--- config.mk ---
export PLATFORM = sky130hd
export DESIGN_NAME = phys_reg_release_queue_flat
export DESIGN_NICKNAME = d
export VERILOG_FILES = /design/src/rtl/phys_reg_release_queue_pkg.sv /design/src/rtl/phys_reg_release_queue_if.sv /design/src/rtl/phys_reg_release_queue_release_buffer_2w1r.sv /design/src/rtl/phys_reg_release_queue.sv /design/src/flat_wrapper.sv
export SDC_FILE = /design/constraint.sdc
export NUM_CORES = 1
export LEC_CHECK = 0
export ABC_AREA = 1
export ABC_CLOCK_PERIOD_IN_PS = 2600
export CAP_MARGIN = 25
export CELL_PAD_IN_SITES_DETAIL_PLACEMENT = 0
export CELL_PAD_IN_SITES_GLOBAL_PLACEMENT = 1
export CORE_ASPECT_RATIO = 2
export CORE_MARGIN = 2
export CORE_UTILIZATION = 37
export CTS_CLUSTER_SIZE = 25
export DETAILED_ROUTE_END_ITERATION = 8
export GPL_TIMING_DRIVEN = 0
export PLACE_DENSITY_LB_ADDON = 0.1
export SYNTH_ARGS = -nofsm -noshare
export SYNTH_HDL_FRONTEND = slang
export SYNTH_SLANG_ARGS = --single-unit
--- constraint.sdc ---
create_clock -name clk -period 2.6 [get_ports clk]
set_clock_uncertainty 0.05 [all_clocks]
set_input_delay 0.52 -clock clk [delete_from_list [all_inputs] [get_ports clk]]
set_output_delay 0.52 -clock clk [all_outputs]
set_load 0.005 [all_outputs]
--- src/rtl/phys_reg_release_queue_pkg.sv ---
// phys_reg_release_queue_pkg: shared types and sizing for the physical-register release queue
package phys_reg_release_queue_pkg;
    localparam int NUM_PHYS_REGS = 64;
    localparam int NUM_ARCH_REGS = 32;
    localparam int PHYS_ADDR_W = $clog2(NUM_PHYS_REGS);
    typedef logic [PHYS_ADDR_W-1:0] phys_addr_t;
    typedef enum logic [1:0] {WAIT, INIT, RUN} release_state_t;
endpackage

--- src/rtl/phys_reg_release_queue_if.sv ---
// phys_reg_release_queue_if: retire-side release requests and free-list producer signals
// master: the release queue (drives release_ready and fl_*); slave: retire unit / free list
interface phys_reg_release_queue_if;
    import phys_reg_release_queue_pkg::*;
    logic [1:0] retire_valid;
    phys_addr_t [1:0] retire_phys_addr;
    logic release_ready;
    logic fl_full;
    logic fl_pop;
    logic fl_potential_push;
    logic fl_push;
    phys_addr_t fl_data;
    modport master (
        input retire_valid, retire_phys_addr, fl_full, fl_pop,
        output release_ready, fl_potential_push, fl_push, fl_data
    );
    modport slave (
        output retire_valid, retire_phys_addr, fl_full, fl_pop,
        input release_ready, fl_potential_push, fl_push, fl_data
    );
endinterface

--- src/rtl/phys_reg_release_queue_release_buffer_2w1r.sv ---
// phys_reg_release_queue_release_buffer_2w1r: 2-write/1-read circular buffer of physical register IDs
// ports: clk, rst (async, active-high); wr_en/wr_data per lane (lane0 written first);
//        rd_en pops head; rd_data shows head; count is occupancy
module phys_reg_release_queue_release_buffer_2w1r
    import phys_reg_release_queue_pkg::*;
#(
    parameter int DEPTH = 8,
    localparam int AW = $clog2(DEPTH),
    localparam int CW = AW + 1
) (
    input logic clk,
    input logic rst,
    input logic [1:0] wr_en,
    input phys_addr_t [1:0] wr_data,
    input logic rd_en,
    output phys_addr_t rd_data,
    output logic [CW-1:0] count
);
    phys_addr_t mem [DEPTH];
    logic [AW-1:0] head, tail;
    logic [1:0] n;
    assign n = {1'b0, wr_en[0]} + {1'b0, wr_en[1]};
    assign rd_data = mem[head];
    always_ff @(posedge clk or posedge rst) begin
        if (rst) begin
            head <= '0;
            tail <= '0;
            count <= '0;
        end else begin
            head <= head + AW'(rd_en);
            tail <= tail + AW'(n);
            count <= count + CW'(n) - CW'(rd_en);
        end
    end
    // lane1 lands behind lane0 only when lane0 was also accepted
    always_ff @(posedge clk) begin
        if (wr_en[0]) mem[tail] <= wr_data[0];
        if (wr_en[1]) mem[tail + AW'(wr_en[0])] <= wr_data[1];
    end
    a_no_overflow: assert property (@(posedge clk) disable iff (rst)
        {1'b0, count} + (CW+1)'(n) <= (CW+1)'(DEPTH));
endmodule

--- src/rtl/phys_reg_release_queue.sv ---
// phys_reg_release_queue: seeds the free list after reset, then drains retired physical registers into it
// ports: clk, rst (async, active-high); bus (master modport: retire requests in, free-list push out);
//        init_done, queue_count, release_count (counts RUN pushes only with PHYS_RELEASE_STATS_EN defined)
module phys_reg_release_queue
    import phys_reg_release_queue_pkg::*;
#(
    parameter int QUEUE_DEPTH = 8,
    localparam int CW = $clog2(QUEUE_DEPTH) + 1
) (
    input logic clk,
    input logic rst,
    phys_reg_release_queue_if.master bus,
    output logic init_done,
    output logic [CW-1:0] queue_count,
    output logic [31:0] release_count
);
    release_state_t state, state_next;
    phys_addr_t seed, rd_data;
    logic can_push, push, in_init, in_run;
    logic [1:0] accept;
    always_ff @(posedge clk or posedge rst) begin
        if (rst) begin
            state <= WAIT;
            seed <= phys_addr_t'(NUM_ARCH_REGS);
            init_done <= 1'b0;
        end else begin
            state <= state_next;
            init_done <= state_next == RUN;
            if (in_init && push) seed <= seed + phys_addr_t'(1);
        end
    end
    always_comb begin
        state_next = (state == WAIT) ? INIT :
                     (in_init && push && seed == phys_addr_t'(NUM_PHYS_REGS - 1)) ? RUN : state;
    end
    // a same-cycle pop frees a slot, so a full free list can still take a push
    always_comb begin
        in_init = state == INIT;
        in_run = state == RUN;
        can_push = ~bus.fl_full | bus.fl_pop;
        bus.release_ready = in_run && queue_count <= CW'(QUEUE_DEPTH - 2);
        for (int i = 0; i < 2; i++)
            accept[i] = bus.release_ready & bus.retire_valid[i] & (|bus.retire_phys_addr[i]);
        push = in_init ? can_push : in_run & (|queue_count) & can_push;
        bus.fl_push = push;
        bus.fl_potential_push = push;
        bus.fl_data = in_init ? seed : in_run ? rd_data : '0;
    end
    phys_reg_release_queue_release_buffer_2w1r #(.DEPTH(QUEUE_DEPTH)) buffer (
        .clk(clk),
        .rst(rst),
        .wr_en(accept),
        .wr_data(bus.retire_phys_addr),
        .rd_en(in_run & push),
        .rd_data(rd_data),
        .count(queue_count)
    );
`ifdef PHYS_RELEASE_STATS_EN
    always_ff @(posedge clk or posedge rst) begin
        if (rst) release_count <= '0;
        else if (in_run && push && ~&release_count) release_count <= release_count + 32'd1;
    end
`else
    assign release_count = '0;
`endif
    a_push_room: assert property (@(posedge clk) disable iff (rst) push |-> can_push);
    a_retire_ready: assert property (@(posedge clk) disable iff (rst)
        (|bus.retire_valid) |-> bus.release_ready);
endmodule

--- src/flat_wrapper.sv ---
// flat-port wrapper written by rule: the top's interface ports become plain ports
module phys_reg_release_queue_flat import phys_reg_release_queue_pkg::*;
#(
    parameter int QUEUE_DEPTH = 8,
    localparam int CW = $clog2(QUEUE_DEPTH) + 1
)
  (clk, rst, init_done, queue_count, release_count, bus_retire_valid, bus_retire_phys_addr, bus_fl_full, bus_fl_pop, bus_release_ready, bus_fl_potential_push, bus_fl_push, bus_fl_data);
  phys_reg_release_queue_if bus_i ();
  input logic clk;
  input logic rst;
  output logic init_done;
  output logic [CW-1:0] queue_count;
  output logic [31:0] release_count;
  input wire logic [$bits(bus_i.retire_valid)-1:0] bus_retire_valid;
  input wire logic [$bits(bus_i.retire_phys_addr)-1:0] bus_retire_phys_addr;
  input wire logic [$bits(bus_i.fl_full)-1:0] bus_fl_full;
  input wire logic [$bits(bus_i.fl_pop)-1:0] bus_fl_pop;
  output wire logic [$bits(bus_i.release_ready)-1:0] bus_release_ready;
  output wire logic [$bits(bus_i.fl_potential_push)-1:0] bus_fl_potential_push;
  output wire logic [$bits(bus_i.fl_push)-1:0] bus_fl_push;
  output wire logic [$bits(bus_i.fl_data)-1:0] bus_fl_data;
  assign bus_i.retire_valid = bus_retire_valid;
  assign bus_i.retire_phys_addr = bus_retire_phys_addr;
  assign bus_i.fl_full = bus_fl_full;
  assign bus_i.fl_pop = bus_fl_pop;
  assign bus_release_ready = bus_i.release_ready;
  assign bus_fl_potential_push = bus_i.fl_potential_push;
  assign bus_fl_push = bus_i.fl_push;
  assign bus_fl_data = bus_i.fl_data;
  phys_reg_release_queue #(.QUEUE_DEPTH(QUEUE_DEPTH)) u_core (.clk(clk), .rst(rst), .bus(bus_i), .init_done(init_done), .queue_count(queue_count), .release_count(release_count));
endmodule
Yosys cells after proc, flatten, opt, wreduce, memory -nomap -nowiden
Memory sizes are Yosys's and may differ from the RTL's.
Index checks and enable logic that the tools add are counted.
- bits in registers: 19
- memory bits (writable): 48
- input port bits: 18
- output and inout port bits: 46
- logic and storage cells: 44
- memories kept: 1
- $add $sub $neg: 7
- order comparisons: 1
- eq/ne operators: 4
- muxes and demuxes: 9
- bitwise operators: 9
- reduce and logical (&&, ||, !) cells: 7
- memories (name ; depth ; bits a word ; rd ports ; clocked after Yosys merged registers in ; wr ports ; line ; RTL):
    u_core.buffer.mem ; 8 ; 6 ; 1 ; 0 ; 2 ; phys_reg_release_queue_release_buffer_2w1r.sv:19 ; phys_addr_t mem [DEPTH];
- operators with widths (operator ; count):
    6-bit 2-to-1 mux ; 2
    6-bit OR reduction ; 2
    1-bit bitwise AND ; 7
    3-bit by 1-bit adder with 3-bit output ; 2
    6-bit by 1-bit adder with 6-bit output, second input constant ; 1
    6-bit equality test, second input constant ; 1
    1-bit 2-to-1 mux ; 5
    4-bit by 2-bit adder with 4-bit output ; 1
    2-bit equality test, second input constant ; 2
    4-bit by 3-bit less-or-equal comparator with 1-bit output, second input constant ; 1
    2-bit 2-to-1 mux ; 2
    4-bit OR reduction ; 1
    4-bit by 1-bit subtractor with 4-bit output ; 1
    3-bit by 2-bit adder with 3-bit output ; 1
    1-bit logical AND ; 3
    1-bit by 1-bit adder with 2-bit output ; 1
    2-bit by 1-bit equality test with 1-bit output, second input constant ; 1
    2-bit logical NOT ; 1
    1-bit inverter ; 1
    1-bit OR ; 1

Logic depth before layout (Yosys ltp)
Gate-level depths: netlist of the first run.
- word-level depth: 9
- gate-level depth with buffers: 15
- depth with buffers taken out: 15

Hierarchy
Synthesis of the first run repeated with hierarchy kept, for this count alone.
- cell total of the unflattened synthesis: 580
- area, all modules: 4480.5 µm²
- modules (own cells, without submodules) (module ; instances ; cells an instance ; area an instance (µm²)):
    phys_reg_release_queue_release_buffer_2w1r ; 1 ; 458 ; 3639.7
    phys_reg_release_queue ; 1 ; 122 ; 840.8

Worst setup path before layout of the first run
Ideal clock, no wire load.
- kind: input-to-reg
- start: input bus_retire_phys_addr[5]
- end: memory u_core.buffer.mem[4][0] (netlist bit), enable pin
- arrival time: 2376 ps
- required time: 2232 ps
- slack: -144 ps
- stages: 12
- path through: clkbuf_1 -> nor2_1 -> nand3_1 -> nand2_1 -> nor2_2 -> ha_1 -> ha_1 -> inv_1 -> nand3_2 -> nor2_4 -> nand2_2 -> nand2_1
- RTL lines (element ; line ; RTL):
    start, declared ; flat_wrapper.sv:15 ; input wire logic [$bits(bus_i.retire_phys_addr)-1:0] bus_retire_phys_addr;
    end, declared ; phys_reg_release_queue_release_buffer_2w1r.sv:19 ;

Final worst setup path of the first run
- start: register u_core.buffer.count[3]
- end: register u_core.buffer.count[1]
- cells in the longest elaborated chain, start to end: 7
- elaborated cells between the ends (all ways): 14
- those cells by class: add/sub (3); order compare (1); mux (1); bitwise (7); reduce/logical (2)
- ends and longest elaborated chain (element ; line ; RTL):
    start, declared ; phys_reg_release_queue_release_buffer_2w1r.sv:17 ; output logic [CW-1:0] count
    start signal, assigned ; phys_reg_release_queue_release_buffer_2w1r.sv:32 ; count <= count + CW'(n) - CW'(rd_en);
    4-bit by 3-bit less-or-equal comparator with 1-bit output ; phys_reg_release_queue.sv:41 ; bus.release_ready = in_run && queue_count <= CW'(QUEUE_DEPTH - 2);
    1-bit logical AND ; phys_reg_release_queue.sv:41 ;
    1-bit bitwise AND (2 in series) ; phys_reg_release_queue.sv:43 ; accept[i] = bus.release_ready & bus.retire_valid[i] & (|bus.retire_phys_addr[i]);
    1-bit by 1-bit adder with 2-bit output ; phys_reg_release_queue_release_buffer_2w1r.sv:22 ; assign n = {1'b0, wr_en[0]} + {1'b0, wr_en[1]};
    4-bit by 2-bit adder with 4-bit output ; phys_reg_release_queue_release_buffer_2w1r.sv:32 ;
    4-bit by 1-bit subtractor with 4-bit output * ; phys_reg_release_queue_release_buffer_2w1r.sv:32 ;
Mark *: on every way between the ends. The rest lies on a longest branch, timed or not.
A chain may end at the register's enable or synchronous reset.

==> results.yml, run 1 <==
outcome:
  status: "complete, no violations"
power_and_ir_drop:
  irDropWorstVdd_mv: 0.383
  power_frac_seq_pct: 40.5
  switchingPower_uw: 742
  power.density_mw_per_mm2: 533
  clkPwrFrac_pct: 42.7
  pwr-share-comb_pct: 16.8
  leakage_uw: 0.00280
  netSwitchingFraction_pct: 24.8
  internal_power_uw: 2250
global_route:
  grt_usage_pct: 18.8
  top_usage_layer: "met2"
  overflow: 0
  grt_pass1_vias: 3268
  grt_pass1_wl_um: 17300
  use_met2_pct: 37.5
  met1_usage_pct: 18.0
  grt_max_degree: 20
  antenna_found_initial: 0
  grt.met3_usage_pct: 3.00
route:
  ant_nets: 0
  post_drt_wl_per_cell_um: 14.5
  via_per_inst: 4.55
  first_pass_iters: 4
  routed_wl_um: 11200
  vias: 3508
  drc_errors: 0
  drt_iter0_markers: 171
cts:
  clock-root-buffer: "clkbuf_16"
  clock_path_buffers: 2
  cts_tree: "yes"
  ctsHtreeMaxLevel: 3
  numCtsBuffers: 9
  cts_num_sinks: 67
  postCtsHoldBufs: 0
  path_clk_slew_ns: 0.06
  clock_latency_ns: 0.33
setup_path:
  worstSetupPathType: "register to register"
  end_kind: "register"
  worstPathCellList: "inv_2, ha_4, nand2_2, nand2_2, nand3_4, nor2_4, buf_6, ha_4, inv_4, ha_4, inv_2, ha_4, inv_2, fa_2, inv_2"
  slowest_delay_ns: 0.52
  cpMaxStageDelayCell: "fa_2"
  cp-start-kind: "register"
  arrival_ns: 2.74
  required_ns: 2.78
  path_max_fanout: 3
synth:
  synth-compound-area-share_pct: 1.30
  synth_top_area_share_pct: 32.7
  yosysWarnings: 0
  synth.area.mux_share_pct: 0
  synthAdderAreaFrac_pct: 4.88
  ys_ff_latch: 67
  yosys.area.top_type: "edfxtp_1"
  syn_area_mm2: 0.00441
  synth_top_family_by_area: "simple AND/OR/NAND/NOR gates"
  synthSimpleGateAreaFrac_pct: 35.6
  yosysUniqueCellTypes: 32
  ys_seq_area_share_pct: 43.5
  synth_xor_area_share_pct: 1.79
  syn_area_per_cell_um2: 8.14
  synth_area_leaders: "edfxtp_1, nand2_1, dfrtp_1, nand3_1, buf_4"
  netlist_instances: 542
floorplanning:
  die_height_um: 158
  die_x_um: 81.2
  rows: 56
  ios: 64
  fp.coreArea_mm2: 0.0117
  initial_core_util_pct: 37.7
  die_area_mm2: 0.0129
place:
  place_congestion: 0.828
  post-place-ws_ns: -0.513
  hpwl_um: 9120
  port_buffers: 19
timing:
  slew_headroom_pct: 51.6
  fmax_mhz: 391
  hold_viol_final: 0
  rsz0062_at_grt: "yes"
  fin_hold_ws_ns: 0.437
  slew_violations: 0
  setup_viol: 0
  final.setup.tns_ns: 0
  finalCritPeriodShare_pct: 98.5
  setup_ws_ns: 0.0402
  layout_min_cycle_time_ns: 2.56
  tightest_slew_ns: 0.725
final_layout:
  final_common_cell: "nand2_1"
  nFillCells: 1154
  diodes: 0
  multiInputGateArea_mm2: 0.00224
  finalNetCount: 655
  layout_common_cells: "nand2_1, nand3_1, buf_4"
  drive_above_1_share_pct: 24.0
  area_growth_pct: 27.3
  seqCellArea_mm2: 0.00192
min_path:
  hp-class: "register to register"
job:
  cap_violations: 0
## path summary, 6_finish.rpt
check,endpoint,depth (start not counted),startpoint,slack (ns)
min in group asynchronous,u_core.buffer.count[3]$_DFF_PP0_,2,rst,0.57
worst min register to register,u_core.seed[5]$_DFFE_PP1P_,2,u_core.seed[5]$_DFFE_PP1P_,0.44
worst max register to register,u_core.buffer.count[1]$_DFF_PP0_,15,u_core.buffer.count[3]$_DFF_PP0_,0.04
worst min-delay path,u_core.seed[5]$_DFFE_PP1P_,2,u_core.seed[5]$_DFFE_PP1P_,0.44
max in group asynchronous,u_core.buffer.head[0]$_DFF_PP0_,2,rst,1.43
worst max-delay path,u_core.buffer.count[1]$_DFF_PP0_,15,u_core.buffer.count[3]$_DFF_PP0_,0.04
## repair_timing
item,4_1_cts,5_1_grt
setup endpoints to repair,105,100
setup buffers,12,8
gates resized for setup,40,27
pin swaps,14,12
## per-layer routing
metal	vias up	wire, um
met5	-	0
met4	0	384
met3	24	336
met2	79	6650
met1	1582	3820
li1	1823	-
## registers in the layout (all words and copies together), names as in the netlist
| signal | count |
|---|---|
| u_core.buffer.count | 4 |
| u_core.buffer.tail | 3 |
| u_core.buffer.head | 3 |
| u_core.seed | 6 |
| u_core.init_done | 1 |
| u_core.state | 2 |
| u_core.buffer.mem | 48 |
## critical path, delay by kind of cell (launching register included)
kind,cells,cell delay (ns)
flops,1,0.39
fa+ha+maj,5,1.17
buf+inv,6,0.40
simple gates,4,0.46
## power by group through the flow
stage,Clock [uW],Sequential [uW],Combinational [uW]
after floorplan,0,1220,301
after global placement,0,1230,417
after detailed placement,0,1230,425
after CTS,1300,1220,489
after global routing,1340,1220,560
final,1280,1210,502
## per-stage QoR
step                std cells  power [uW]  area (um2)  util (%)
floorplan                 573        1520        4560         -
global placement          737        1650        4930      42.2
detailed placement        737        1660        4930      42.2
CTS                       764        3000        5470      46.7
global route              771        3120        5620      48.0
finish                    771        3000        5620      48.0
## area by class of cell
type                    count  area share (%)
plain buffers              56            7.53
clock inverters             6            1.58
flip-flops and latches     67            34.2
well taps                 145            3.23
repair buffers             39            6.17
clock buffers              10            4.08
multi-input cells         400            39.8
inverters                  48            3.39
## cells by family after synthesis
kind of cell	count (synthesis)
other	1
buffers and inverters	106
XOR/XNOR	9
flip-flops	67
AND/OR/NAND/NOR	334
adder cells (fa/ha/maj)	16
AO/OA/AOI/OAI	9
## Yosys cell counts
library cell and instances:
nor2_4 6, nand2_1 204, nor2_1 16, dfstp_2 1, buf_6 4, nand3_2 2, inv_1 44, nand2_4 4
buf_2 10, clkbuf_1 7, conb_1 1, buf_1 4, o211ai_1 5, nor2_2 1, nand2_2 7, a21oi_1 3
nand3_4 1, fa_1 2, nor2_8 5, o21ai_1 1, nand3_1 85, or2_4 1, edfxtp_1 48, xor2_1 5
nor3_1 1, ha_1 14, inv_4 1, buf_4 33, xnor2_1 4, dfrtp_1 18, inv_2 3, nand4_1 1
Power figures use the tool's default switching activity.
==> run 2, diff against run 1 <==
--- a/config.mk
+++ b/config.mk
@@ -6,13 +6,13 @@
 export NUM_CORES = 1
 export LEC_CHECK = 0
 export ABC_AREA = 1
-export ABC_CLOCK_PERIOD_IN_PS = 2600
+export ABC_CLOCK_PERIOD_IN_PS = 3100
 export CAP_MARGIN = 25
 export CELL_PAD_IN_SITES_DETAIL_PLACEMENT = 0
 export CELL_PAD_IN_SITES_GLOBAL_PLACEMENT = 1
 export CORE_ASPECT_RATIO = 2
 export CORE_MARGIN = 2
-export CORE_UTILIZATION = 37
+export CORE_UTILIZATION = 44
 export CTS_CLUSTER_SIZE = 25
 export DETAILED_ROUTE_END_ITERATION = 8
 export GPL_TIMING_DRIVEN = 0
==> constraint.sdc (replaced) <==
create_clock -name clk -period 3.1 [get_ports clk]
set_clock_uncertainty 0.05 [all_clocks]
set_input_delay 0.62 -clock clk [delete_from_list [all_inputs] [get_ports clk]]
set_output_delay 0.62 -clock clk [all_outputs]
set_load 0.005 [all_outputs]
==> results.yml, run 2 (synthesis gave the netlist of run 1 again) <==
final_layout:
  multiInputGateArea_mm2: 0.00205
  diodes: 0
  finalNetCount: 639
  layout_common_cells: "nand2_1, nand3_1, edfxtp_1"
  nFillCells: 967
  largestRegisters: "u_core.buffer.mem x48, u_core.seed x6, u_core.buffer.count x4"
  area_growth_pct: 18.0
  stdcell_count: 742
  largest_reg_flops: 48
  drive_above_1_share_pct: 16.4
  final_common_cell: "nand2_1"
  seqCellArea_mm2: 0.00192
  regMostFlops: "u_core.buffer.mem"
setup_path:
  end_kind: "output port"
  cp-start-kind: "register"
  crit_buf_inv: 3
  worstSetupPathType: "register to output port"
  cpMaxStageDelayCell: "clkdlybuf4s50_1"
  r2r-start: "u_core.buffer.count[3]$_DFF_PP0_"
  arrival_ns: 2.27
  crit_cells: 7
  worstPathCellList: "buf_2, buf_2, o211ai_1, nand3_1, nand3_1, nand2_1, clkdlybuf4s50_1"
  slowest_delay_ns: 0.43
  cp_top_family: "buffers and inverters"
  required_ns: 2.43
  r2r_cells: 15
  path_max_fanout: 10
  startpoint: "u_core.buffer.head[0]$_DFF_PP0_"
  ff2ff_setup_slack_ns: 0.27
  endpoint: "bus_fl_data[2]"
  r2r_end: "u_core.buffer.count[2]$_DFF_PP0_"
timing:
  fin_hold_ws_ns: 0.428
  setup_ws_ns: 0.157
  setup_viol: 0
  hold_viol_final: 0
  slew_headroom_pct: 48.8
  tightest_slew_ns: 0.768
  final.setup.tns_ns: 0
  slew_violations: 0
  finalCritPeriodShare_pct: 94.9
  rsz0062_at_grt: "no"
  layout_min_cycle_time_ns: 2.94
  fmax_mhz: 340
route:
  post_drt_wl_per_cell_um: 14.5
  first_pass_iters: 7
  routed_wl_um: 10700
  drc_errors: 0
  via_per_inst: 4.74
  vias: 3514
  ant_nets: 0
  drt_iter0_markers: 164
floorplanning:
  die_height_um: 146
  ios: 64
  rows: 51
  die_area_mm2: 0.0109
  fp.coreArea_mm2: 0.00976
  initial_core_util_pct: 45.2
  die_x_um: 74.8
cts:
  path_clk_slew_ns: 0.05
  ctsHtreeMaxLevel: 3
  cts_num_sinks: 67
  clock-root-buffer: "clkbuf_16"
  clock_latency_ns: 0.32
  cts_tree: "yes"
  clock_path_buffers: 2
  numCtsBuffers: 9
global_route:
  antenna_found_initial: 0
  overflow: 0
  grt_max_degree: 20
  grt_pass1_wl_um: 17500
  grt_pass1_vias: 3407
  grt_usage_pct: 21.7
place:
  placedCellCount: 724
  place_congestion: 0.976
  post-place-ws_ns: -0.402
  hpwl_um: 8650
  port_buffers: 19
min_path:
  whs_path_depth: 2
  hp-class: "register to register"
power_and_ir_drop:
  irDropWorstVdd_mv: 0.235
  power.density_mw_per_mm2: 453
  leakage_uw: 0.00260
job:
  cap_violations: 0
outcome:
  status: "complete, no violations"
[run 2: per-stage QoR]
stage               instance area [um2]  util (%)  total power, uW
floorplan                          4530         -             1280
global placement                   4880      50.0             1370
detailed placement                 4880      50.0             1390
CTS                                5190      53.1             2380
global route                       5210      53.3             2470
finish                             5210      53.3             2360
[run 2: worst min-delay path, delay by kind of cell (launching register included)]
kind	cells	cell delay [ns]
flops	1	0.37
simple gates	2	0.10
[run 2: how the worst min path moves through the flow]
stage / end / from / slack [ns]
floorplan: u_core.seed[5]$_DFFE_PP1P_ / u_core.seed[5]$_DFFE_PP1P_ / 0.40
global placement: u_core.seed[5]$_DFFE_PP1P_ / u_core.seed[5]$_DFFE_PP1P_ / 0.41
detailed placement: u_core.seed[5]$_DFFE_PP1P_ / u_core.seed[5]$_DFFE_PP1P_ / 0.42
CTS: u_core.seed[5]$_DFFE_PP1P_ / u_core.seed[5]$_DFFE_PP1P_ / 0.43
global route: u_core.seed[5]$_DFFE_PP1P_ / u_core.seed[5]$_DFFE_PP1P_ / 0.44
finish: u_core.seed[5]$_DFFE_PP1P_ / u_core.seed[5]$_DFFE_PP1P_ / 0.43
[run 2: routing by layer]
metal	up-vias	wire length, um	part of all wire [%]	GRT usage (%)
met5	-	0	0	0
met4	0	478	4.4	11.4
met3	32	410	3.8	2.98
met2	119	6010	56	38.6
met1	1572	3850	36	23.8
li1	1791	-	-	-
[run 2: cell type report]
type,count,area share (%)
timing repair buffer,22,4.08
sequential,67,36.8
clock inverter,6,1.27
clock buffer,10,4.40
buffer,57,7.40
inverter,48,3.51
tap,132,3.17
multi-input combinational,400,39.3
[run 2: report_power, final]
part / switching (uW) / leakage (uW) / internal (uW)
registers: 26.1 / 0.000653 / 986
logic: 204 / 0.00181 / 153
clock network: 368 / 0.000136 / 622
[run 2: what timing repair did]
item / in CTS / in global routing
endpoints found under the setup margin: 9 / 27
gates resized for setup: 4 / 1
buffers inserted: 0 / 3
hold buffers: 0 / 0
pin swaps: 0 / 1
==> run 3, diff against run 2 <==
--- a/config.mk
+++ b/config.mk
@@ -7,10 +7,8 @@
 export LEC_CHECK = 0
 export ABC_AREA = 1
 export ABC_CLOCK_PERIOD_IN_PS = 3100
-export CAP_MARGIN = 25
 export CELL_PAD_IN_SITES_DETAIL_PLACEMENT = 0
 export CELL_PAD_IN_SITES_GLOBAL_PLACEMENT = 1
-export CORE_ASPECT_RATIO = 2
 export CORE_MARGIN = 2
 export CORE_UTILIZATION = 44
 export CTS_CLUSTER_SIZE = 25
==> results.yml, run 3 (synthesis gave the netlist of run 1 again) <==
timing:
  slew_headroom_pct: 44.6
  setup_viol: 0
  slew_violations: 0
  rsz0062_at_grt: "no"
  fmax_mhz: 347
  final.setup.tns_ns: 0
  layout_min_cycle_time_ns: 2.88
  tightest_slew_ns: 0.830
  hold_viol_final: 0
  setup_ws_ns: 0.217
  finalCritPeriodShare_pct: 93.0
setup_path:
  arrival_ns: 2.86
  ff2ff_setup_slack_ns: 0.22
  cp-start-kind: "register"
  endpoint: "u_core.buffer.mem[4][3]$_DFFE_PP_"
  r2r_end: "u_core.buffer.mem[4][3]$_DFFE_PP_"
  worstPathCellList: "inv_1, ha_1, nand2_1, nand2_1, nand3_4, nor2_4, ha_1, ha_1, inv_1, nand3_2, nor2_4, nand2_2, nand2_1"
  r2r_cells: 13
  cpMaxStageDelayCell: "dfrtp_1"
  startpoint: "u_core.buffer.count[3]$_DFF_PP0_"
  worstSetupPathType: "register to register"
  r2r-start: "u_core.buffer.count[3]$_DFF_PP0_"
  end_kind: "register"
  path_max_fanout: 10
  slowest_delay_ns: 0.39
  required_ns: 3.08
global_route:
  antenna_found_initial: 0
  grt_pass1_wl_um: 16700
  grt_usage_pct: 19.8
  overflow: 0
  grt_max_degree: 20
  grt_pass1_vias: 3279
floorplanning:
  rows: 36
  fp.coreArea_mm2: 0.00977
  die_area_mm2: 0.0108
  die_height_um: 104
  initial_core_util_pct: 45.1
  ios: 64
  die_x_um: 104
cts:
  clock-root-buffer: "clkbuf_8"
  cts_resized: 0
  cts_tree: "yes"
  postCtsHoldBufs: 0
  path_clk_slew_ns: 0.08
  clock_path_buffers: 2
  numCtsBuffers: 9
  cts_num_sinks: 67
  clock_latency_ns: 0.35
  ctsHtreeMaxLevel: 3
  post_cts_buffers: 0
power_and_ir_drop:
  netSwitchingFraction_pct: 24.7
  power.density_mw_per_mm2: 438
  leakage_uw: 0.00256
  irDropWorstVdd_mv: 0.295
  switchingPower_uw: 555
  p_total_uw: 2250
  power_frac_seq_pct: 44.8
  pwr-share-comb_pct: 15.5
  clkPwrFrac_pct: 39.7
  internal_power_uw: 1690
final_layout:
  layout_common_cells: "nand2_1, nand3_1, edfxtp_1"
  diodes: 0
  drive_above_1_share_pct: 15.5
  final_common_cell: "nand2_1"
  largest_reg_flops: 48
  area_growth_pct: 16.3
  finalNetCount: 636
  largestRegisters: "u_core.buffer.mem x48, u_core.seed x6, u_core.buffer.count x4"
  regMostFlops: "u_core.buffer.mem"
route:
  post_drt_wl_per_cell_um: 13.8
  routed_wl_um: 10200
  drt_iter0_markers: 230
  drc_errors: 0
  via_per_inst: 4.72
  ant_nets: 0
  vias: 3495
  first_pass_iters: 5
min_path:
  hp-class: "register to register"
outcome:
  status: "complete, no violations"
job:
  cap_violations: 0
place:
  place_congestion: 0.825
  post-place-ws_ns: -0.269
  hpwl_um: 7980
  port_buffers: 19
run 3: worst min-delay path by stage:
| stage | from | end | depth (start not counted) |
|---|---|---|---|
| 2_1_floorplan | u_core.seed[5]$_DFFE_PP1P_ | u_core.seed[5]$_DFFE_PP1P_ | 2 |
| 3_3_place_gp | u_core.seed[5]$_DFFE_PP1P_ | u_core.seed[5]$_DFFE_PP1P_ | 2 |
| 3_5_place_dp | u_core.seed[5]$_DFFE_PP1P_ | u_core.seed[5]$_DFFE_PP1P_ | 2 |
| 4_1_cts | u_core.seed[5]$_DFFE_PP1P_ | u_core.seed[5]$_DFFE_PP1P_ | 2 |
| 5_1_grt | u_core.seed[5]$_DFFE_PP1P_ | u_core.seed[5]$_DFFE_PP1P_ | 2 |
| 6_report | u_core.seed[5]$_DFFE_PP1P_ | u_core.seed[5]$_DFFE_PP1P_ | 2 |
run 3: metrics by stage:
step,hold WS (ns),utilization [%],instances,cell area [um2]
2_1_floorplan,0.404,-,573,4530
3_3_place_gp,0.415,50.0,725,4880
3_5_place_dp,0.430,50.0,725,4880
4_1_cts,0.441,52.5,741,5130
5_1_grt,0.469,52.5,740,5130
6_report,0.435,52.5,740,5130
run 3: layout make-up:
class,instances,area [um2]
clock buffer,12,145
inverter,48,183
clock inverter,4,97.6
buffer,57,382
tap,133,166
sequential,67,1920
fill,939,4640
multi-input combinational,400,2050
timing repair buffer,19,190
run 3: critical path: cells and delay by family, from the launching register on:
family	cells	cell delay, ns
AND/OR/NAND/NOR	8	1.29
buffers and inverters	2	0.20
adder cells (fa/ha/maj)	3	0.62
flip-flops	1	0.39
run 3: power groups by stage:
stage	Combinational, uW	Sequential [uW]	Clock, uW
5_1_grt	390	1010	944
3_3_place_gp	342	1030	0
2_1_floorplan	251	1020	0
4_1_cts	350	1010	907
3_5_place_dp	348	1030	0
6_report	349	1010	892
run 3: routing by layer:
layer | part of all wire, % | up-vias | GRT usage (%)
li1 | - | 1786 | -
met1 | 45 | 1552 | 26.1
met2 | 47 | 141 | 32.8
met3 | 6.4 | 16 | 4.26
met4 | 1.3 | 0 | 6.08
met5 | 0 | - | 0
